$ cat config.mk
export PLATFORM = sky130hd
export DESIGN_NAME = sram_port_arbiter
export DESIGN_NICKNAME = d
export VERILOG_FILES = /design/src/rtl/sram_port_arbiter.sv
export SDC_FILE = /design/constraint.sdc
export NUM_CORES = 1
export LEC_CHECK = 0
export ABC_AREA = 1
export ABC_CLOCK_PERIOD_IN_PS = 2009
export CAP_MARGIN = 30
export CORE_UTILIZATION = 30
export DETAILED_ROUTE_END_ITERATION = 8
export DONT_BUFFER_PORTS = 1
export PLACE_DENSITY = 0.45
export SYNTH_ARGS = -nofsm -noshare
export SYNTH_HDL_FRONTEND = slang
export SYNTH_SLANG_ARGS = --single-unit
$ cat constraint.sdc
create_clock -name CLK -period 2.01 [get_ports CLK]
set_input_delay 0.603 -clock CLK [delete_from_list [all_inputs] [get_ports CLK]]
set_output_delay 0.603 -clock CLK [all_outputs]
set_load 0.005 [all_outputs]
$ cat src/rtl/sram_port_arbiter.sv
// sram_port_arbiter
// Shares one single-port SRAM between the scan loader (LD), the pseudo-SPI
// reader (SPI) and the serial CPU. Ownership is held in a registered owner
// FSM; the SRAM pins are a combinational mux from that registered owner,
// gated by the owner's live REQ. SPI and CPU tenures are bounded by a hold
// counter whenever someone else is waiting; the loader is never revoked.
//
// Handshake: a master raises REQ_x and holds A_x/D_x/WE_x stable until GNT_x
// is seen high. Every cycle with GNT_x=1 and REQ_x=1 is one issued SRAM
// access. Dropping REQ_x for one cycle releases ownership at the next edge.
// Reads return data one cycle later, tagged by VLD_x.

module sram_port_arbiter #(
  parameter int MEMORY_DATA_WIDTH = 8,
  parameter int MEMORY_ADDR_WIDTH = 10,
  parameter int MAX_HOLD          = 16
) (
  input  logic                         CLK,
  input  logic                         RST_N,
  input  logic                         REQ_LD,
  input  logic                         REQ_SPI,
  input  logic                         REQ_CPU,
  input  logic                         WE_LD,
  input  logic                         WE_SPI,
  input  logic                         WE_CPU,
  input  logic [MEMORY_ADDR_WIDTH-1:0] A_LD,
  input  logic [MEMORY_ADDR_WIDTH-1:0] A_SPI,
  input  logic [MEMORY_ADDR_WIDTH-1:0] A_CPU,
  input  logic [MEMORY_DATA_WIDTH-1:0] D_LD,
  input  logic [MEMORY_DATA_WIDTH-1:0] D_SPI,
  input  logic [MEMORY_DATA_WIDTH-1:0] D_CPU,
  input  logic [MEMORY_DATA_WIDTH-1:0] Q_from_SRAM,
  output logic                         GNT_LD,
  output logic                         GNT_SPI,
  output logic                         GNT_CPU,
  output logic                         VLD_LD,
  output logic                         VLD_SPI,
  output logic                         VLD_CPU,
  output logic [MEMORY_DATA_WIDTH-1:0] RDATA,
  output logic                         CEN,
  output logic                         WEN,
  output logic [MEMORY_ADDR_WIDTH-1:0] A,
  output logic [MEMORY_DATA_WIDTH-1:0] D,
  output logic                         CPU_WAIT,
  output logic [1:0]                   dbg_state
);

  localparam int HW = $clog2(MAX_HOLD + 1);

  typedef enum logic [1:0] {
    ST_IDLE = 2'd0,
    ST_LD   = 2'd1,
    ST_SPI  = 2'd2,
    ST_CPU  = 2'd3
  } state_t;

  state_t                       state_q, state_d;
  logic [HW-1:0]                hold_q, hold_d;
  logic [2:0]                   vld_q, vld_d;

  logic                         owner_req;
  logic                         owner_we;
  logic [MEMORY_ADDR_WIDTH-1:0] owner_a;
  logic [MEMORY_DATA_WIDTH-1:0] owner_d;
  logic                         others_req;
  logic                         bounded_owner;
  logic                         revoke;

  // Fixed-priority pick: LD > SPI > CPU, IDLE when nobody is asking.
  function automatic state_t pick(input logic ld, input logic spi, input logic cpu);
    if (ld)       return ST_LD;
    else if (spi) return ST_SPI;
    else if (cpu) return ST_CPU;
    else          return ST_IDLE;
  endfunction

  // Select the current owner's request lines and note whether anyone else waits.
  always_comb begin
    owner_req  = 1'b0;
    owner_we   = 1'b0;
    owner_a    = '0;
    owner_d    = '0;
    others_req = 1'b0;
    unique case (state_q)
      ST_IDLE: others_req = REQ_LD | REQ_SPI | REQ_CPU;
      ST_LD: begin
        owner_req  = REQ_LD;
        owner_we   = WE_LD;
        owner_a    = A_LD;
        owner_d    = D_LD;
        others_req = REQ_SPI | REQ_CPU;
      end
      ST_SPI: begin
        owner_req  = REQ_SPI;
        owner_we   = WE_SPI;
        owner_a    = A_SPI;
        owner_d    = D_SPI;
        others_req = REQ_LD | REQ_CPU;
      end
      ST_CPU: begin
        owner_req  = REQ_CPU;
        owner_we   = WE_CPU;
        owner_a    = A_CPU;
        owner_d    = D_CPU;
        others_req = REQ_LD | REQ_SPI;
      end
    endcase
  end

  // Only SPI and CPU tenures are bounded; the loader keeps the SRAM until it lets go.
  assign bounded_owner = (state_q == ST_SPI) || (state_q == ST_CPU);
  assign revoke        = bounded_owner && owner_req && others_req &&
                         (hold_q >= HW'(MAX_HOLD - 1));

  // Owner state register.
  always_ff @(posedge CLK) begin
    if (!RST_N) state_q <= ST_IDLE;
    else        state_q <= state_d;
  end

  // Next owner: arbitrate from IDLE, on release, or on revocation (revoked master excluded).
  always_comb begin
    state_d = state_q;
    unique case (state_q)
      ST_IDLE: state_d = pick(REQ_LD, REQ_SPI, REQ_CPU);
      ST_LD:   if (!REQ_LD)            state_d = pick(1'b0, REQ_SPI, REQ_CPU);
      ST_SPI:  if (!REQ_SPI || revoke) state_d = pick(REQ_LD, 1'b0, REQ_CPU);
      ST_CPU:  if (!REQ_CPU || revoke) state_d = pick(REQ_LD, REQ_SPI, 1'b0);
    endcase
  end

  // Grants decode the registered owner; the pins carry an access only while the owner requests.
  always_comb begin
    GNT_LD   = (state_q == ST_LD);
    GNT_SPI  = (state_q == ST_SPI);
    GNT_CPU  = (state_q == ST_CPU);
    CPU_WAIT = REQ_CPU & ~GNT_CPU;
    CEN      = 1'b1;
    WEN      = 1'b1;
    A        = '0;
    D        = '0;
    if (owner_req) begin
      CEN = 1'b0;
      WEN = ~owner_we;
      A   = owner_a;
      D   = owner_d;
    end
  end

  // Hold count restarts with each new owner; read tag marks which master gets next cycle's data.
  always_comb begin
    hold_d = hold_q;
    if (state_d != state_q)
      hold_d = '0;
    else if (owner_req && bounded_owner && (hold_q < HW'(MAX_HOLD)))
      hold_d = hold_q + HW'(1);
    vld_d = 3'b000;
    if (owner_req && !owner_we)
      vld_d = {state_q == ST_CPU, state_q == ST_SPI, state_q == ST_LD};
  end

  // Hold counter and read-tag registers; reset drops any read still in flight.
  always_ff @(posedge CLK) begin
    if (!RST_N) begin
      hold_q <= '0;
      vld_q  <= 3'b000;
    end else begin
      hold_q <= hold_d;
      vld_q  <= vld_d;
    end
  end

  assign VLD_LD    = vld_q[0];
  assign VLD_SPI   = vld_q[1];
  assign VLD_CPU   = vld_q[2];
  assign RDATA     = Q_from_SRAM;
  assign dbg_state = state_q;

endmodule

---- Word-level counts from Yosys, hierarchy flattened ----
Cells that the tools add are included.
operators by class
  add/subtract/negate cells ............... 1
  mux-type cells .......................... 19
  bitwise logic cells ..................... 8
  reduce and logical (&&, ||, !) cells .... 14
  magnitude comparators ................... 2
  equal/unequal tests ..................... 4
operator list
  kind                                                 number
  one-hot mux 10 bit (3 select lines)                  1
  one-hot mux 8 bit (3 select lines)                   1
  2-to-1 mux 2 bit                                     9
  2-to-1 mux 10 bit                                    1
  2-to-1 mux 8 bit                                     1
  one-hot mux 2 bit (4 select lines)                   1
  one-hot mux 1 bit (3 select lines)                   2
  adder 5 x 1 -> 5 bit, second input constant          1
  >= comparator 5 x 4 -> 1 bit, second input constant  1
  logical AND 1 bit                                    5
  < comparator 5 bit, second input constant            1
  equality test 2 bit, second input constant           2
  bitwise OR 1 bit                                     4
  one-hot mux 1 bit (4 select lines)                   1
  logical NOT 1 bit                                    3
  logical OR 1 bit                                     3
  inverter 1 bit                                       3
  equality test 2 x 1 -> 1 bit, second input constant  1
  logical NOT 2 bit                                    1
  2-to-1 mux 1 bit                                     2
  inequality test 2 bit                                1
  AND reduction 2 bit                                  1
  OR reduction 2 bit                                   1
  AND 1 bit                                            1
storage, ports and cells
  logic and storage cells ................. 51
  flip-flop bits (word level) ............. 10
  output and inout port bits .............. 37
  bits of input ports ..................... 70

---- Longest topological paths before layout ----
  word-level depth ........................ 10
  depth in mapped cells ................... 17
  mapped depth without buffers ............ 17

---- Worst setup path after synthesis ----
No wires, ideal clock.
  path type ............................... register to output
  start ................................... reg state_q[0], in the netlist dbg_state[0]
  end ..................................... out A[0]
  path buffers ............................ 2
  required time ........................... 1.407 ns
  slack ................................... -0.178 ns
  stages on the path, launching flop included .. 7
  arrival time ............................ 1.585 ns
  cells stage by stage .................... dfxtp_1 -> inv_1 -> ha_1 -> clkbuf_1 -> clkbuf_1 -> nand2_1 -> a31oi_1
on the way
  longest elaborated chain between the ends .. 3
  elaborated cells between the ends (all ways) .. 6
  those cells by class .................... eq/ne (3); mux (3)
RTL lines
  what                                                                                              line  RTL
  start: declaration                                                                                57    state_t state_q, state_d;
  start signal: assignment                                                                          118   else state_q <= state_d;
  equality test 2 bit *                                                                             -
  net GNT_SPI                                                                                       34    output logic GNT_SPI,
  one-hot mux 10 bit (3 select lines) / one-hot mux 1 bit (3 select lines) (equally long branches)  84    unique case (state_q)
  2-to-1 mux 10 bit *                                                                               142   if (owner_req) begin
  end: declaration                                                                                  42    output logic [MEMORY_ADDR_WIDTH-1:0] A,
Mark *: on every way through the listed nets, which the timed path passes. The rest lies on a longest branch.

---- Worst setup path in the final report ----
  start ................................... reg state_q[0], in the netlist dbg_state[0]
  end ..................................... out A[7]
Same word-level chain as after synthesis.

==> flow_summary.toml <==
[clock_tree]
cts.sinks = 10
insertion_delay_ns = 0.23
cts_buffers = 3
cts_tree = "built"
clk_path_buf_depth = 2
cts-root-buf = "clkbuf_8"
htreeDepth = 1
cts.reportedPaths.clkPinSlew_ns = 0.05

[grt]
grt_use_total_pct = 18.0
grt_pass1_vias = 1391
gr-total-overflow = 0
grt_max_degree = 21
grt_antenna_before_repair = 0
grt_pass1_wl_um = 5900

[power]
power_mw = 1.54
leakage_nw = 0.624
vdd_drop_max_uv = 280
powerDensity_nw_per_um2 = 828

[die]
die_h_um = 64.2
rows = 22
core_area_sq_um = 3690
io_pins = 107
start_util_pct = 31.5
fp.dieArea_sq_um = 4120
die_w_um = 64.2

[finish]
final_common_cell = "nand2_1"
drive_gt1_share_pct = 43.0
area_growth_pct = 60.7
final_area_sq_um = 1870
diodes = 0
nets = 298
final_util_pct = 50.6
final_cell_mix = "nand2_1, buf_4, a31oi_4"

[route]
vias = 1428
routedWlPerCell_um = 14.5
antenna_left = 0
dr.pass1.iters = 4
drtIter0Drc = 110
avgViaCountPerCell = 5.31
route.detailed.drc = 0
drt_wl_total_um = 3900

[place]
gp_congestion = 0.828
place_ws_ns = -0.0804
numPortBuffers = 0
dpl-instance-area_sq_um = 1280
hpwl_um = 2680

[critical_path]
crit_cells = 7
worstPathMaxFanout = 8
cp_data_required_time_ns = 1.41
crit_family = "flip-flops"
cp.arrival_ns = 1.46
cp_cell_sequence = "inv_4 > ha_4 > nand2_2 > nand3_2 > nand2_4 > buf_16 > a31oi_4"
worstSetupPathType = "flop to output port"
max_stage_delay_ns = 0.37
worst-path-buf-inv = 2
critical_path.startpoint_type = "flop"
crit_slowest_cell = "dfxtp_4"
cp-end-kind = "output port"
r2r.worst_path.cells = 16

[sta]
slew_viol_final = 0
slew_headroom_pct = 86.1
hold_violations = 0
worst_pin_slew_ns = 0.207
finalSetupViolCount = 18
setup_tns_ns = -0.675
period_minus_slack_ns = 2.07
finClkSkew_ns = 0.00438
fmax_mhz = 484
finalCritPeriodShare_pct = 103
grt_setup_unrepaired = "true"
worst_slack_ns = -0.0554

[logic_synthesis]
seq_area_frac_synth_pct = 17.2
ys_types = 26
synth.top_cell.area_share_pct = 27.8
synth_nets = 284
netlist_area_sq_um = 1160
syn_avg_cell_area_sq_um = 5.58
yosys_warnings = 0
ys_ff_latch = 10
synth_area_leaders = "nand2_1, dfxtp_1, a31oi_1"
syn_inst = 208
synth_top_area_cell = "nand2_1"

[status]
violations = "setup timing"
outcome = "complete, but fails checks"

[min_path]
hp-class = "input pin to flop"
hold_depth = 2

[flow_run]
cap_violations = 0
==> layout make-up <==
cell class | count | area [sq um]
clock buffer | 4 | 55.1
fill | 354 | 1820
inverter | 17 | 68.8
multi-input combinational | 163 | 1210
sequential | 10 | 210
tap | 48 | 60.1
timing repair buffer | 27 | 259
==> sequential cells by signal (all words and copies together), names as in the netlist <==
register	flops
vld_q	3
hold_q	5
dbg_state	2
==> power by group <==
group	total [mW]	switching (mW)	leakage, nW	internal, mW
Clock	0.246	0.0738	0.0288	0.172
Combinational	1.05	0.616	0.512	0.432
Sequential	0.251	0.0314	0.0833	0.219
Total	1.54	0.721	0.624	0.823
==> Yosys cell counts <==
library cell	count
a211oi_1	1
a21oi_1	2
a21oi_2	1
a31oi_1	18
buf_1	1
buf_2	1
buf_4	9
clkbuf_1	7
dfxtp_1	10
ha_1	6
inv_1	14
inv_2	3
mux2i_1	1
nand2_1	86
nand2_2	2
nand3_1	15
nand3_2	1
nand3b_1	1
nor2_1	14
nor2_2	1
nor3_1	6
o21ai_0	3
o21ai_1	1
o21bai_1	1
xnor2_1	1
xor2_1	2
==> kinds of logic (layout without fill, tap and decap cells) <==
| family | after synthesis | after routing | share of synthesized area [%] |
|---|---|---|---|
| multiplexers | 1 | 1 | 0.862 |
| buffers and inverters | 35 | 48 | 14.3 |
| AO/OA/AOI/OAI | 27 | 27 | 14.3 |
| adder cells (fa/ha/maj) | 6 | 6 | 6.47 |
| flip-flops | 10 | 10 | 17.2 |
| XOR/XNOR | 3 | 3 | 2.26 |
| AND/OR/NAND/NOR | 126 | 126 | 44.5 |
==> worst register-to-register path: stages, from the launching register on <==
cell,delay [ns]
dfxtp_4,0.39
inv_4,0.06
ha_4,0.19
nand2_2,0.07
nand3_2,0.09
buf_4,0.15
nand3_2,0.09
inv_2,0.05
nand2_2,0.11
nand2_2,0.07
nand2_1,0.05
nand3_1,0.07
nand3b_1,0.14
nand2_2,0.08
buf_4,0.14
buf_4,0.12
nor2_2,0.08
==> worst paths after layout <==
| kind | startpoint | endpoint | slack (ns) |
|---|---|---|---|
| setup / recovery | dbg_state[0] | A[7] | -0.06 |
| hold / removal | RST_N | hold_q[1] | 0.53 |
| setup reg to reg | dbg_state[0] | dbg_state[1] | 0 |
| hold reg to reg | hold_q[3] | hold_q[3] | 0.59 |
==> timing repair <==
action | 4_1_cts | 5_1_grt
pin swaps | 12 | 15
resized for setup | 67 | 19
hold buffers | 0 | 0
cloned | 2 | 0
buffers inserted | 3 | 3
endpoints found under the setup margin | 25 | 27
==> routing by layer <==
layer	vias to the layer above	track usage [%]	share of wire, %
li1	693	-	-
met1	648	20.1	40
met2	81	36.0	54
met3	6	1.61	6.0
met4	0	3.89	0.69
met5	-	0	0
==> per-stage QoR <==
stage | hold WS, ns | std cells
finish | 0.533 | 269
detailed placement | 0.568 | 257
CTS | 0.533 | 266
global route | 0.536 | 269
floorplan | 0.523 | 208
global placement | 0.545 | 257
No activity file was read; power rests on OpenSTA's default activity.
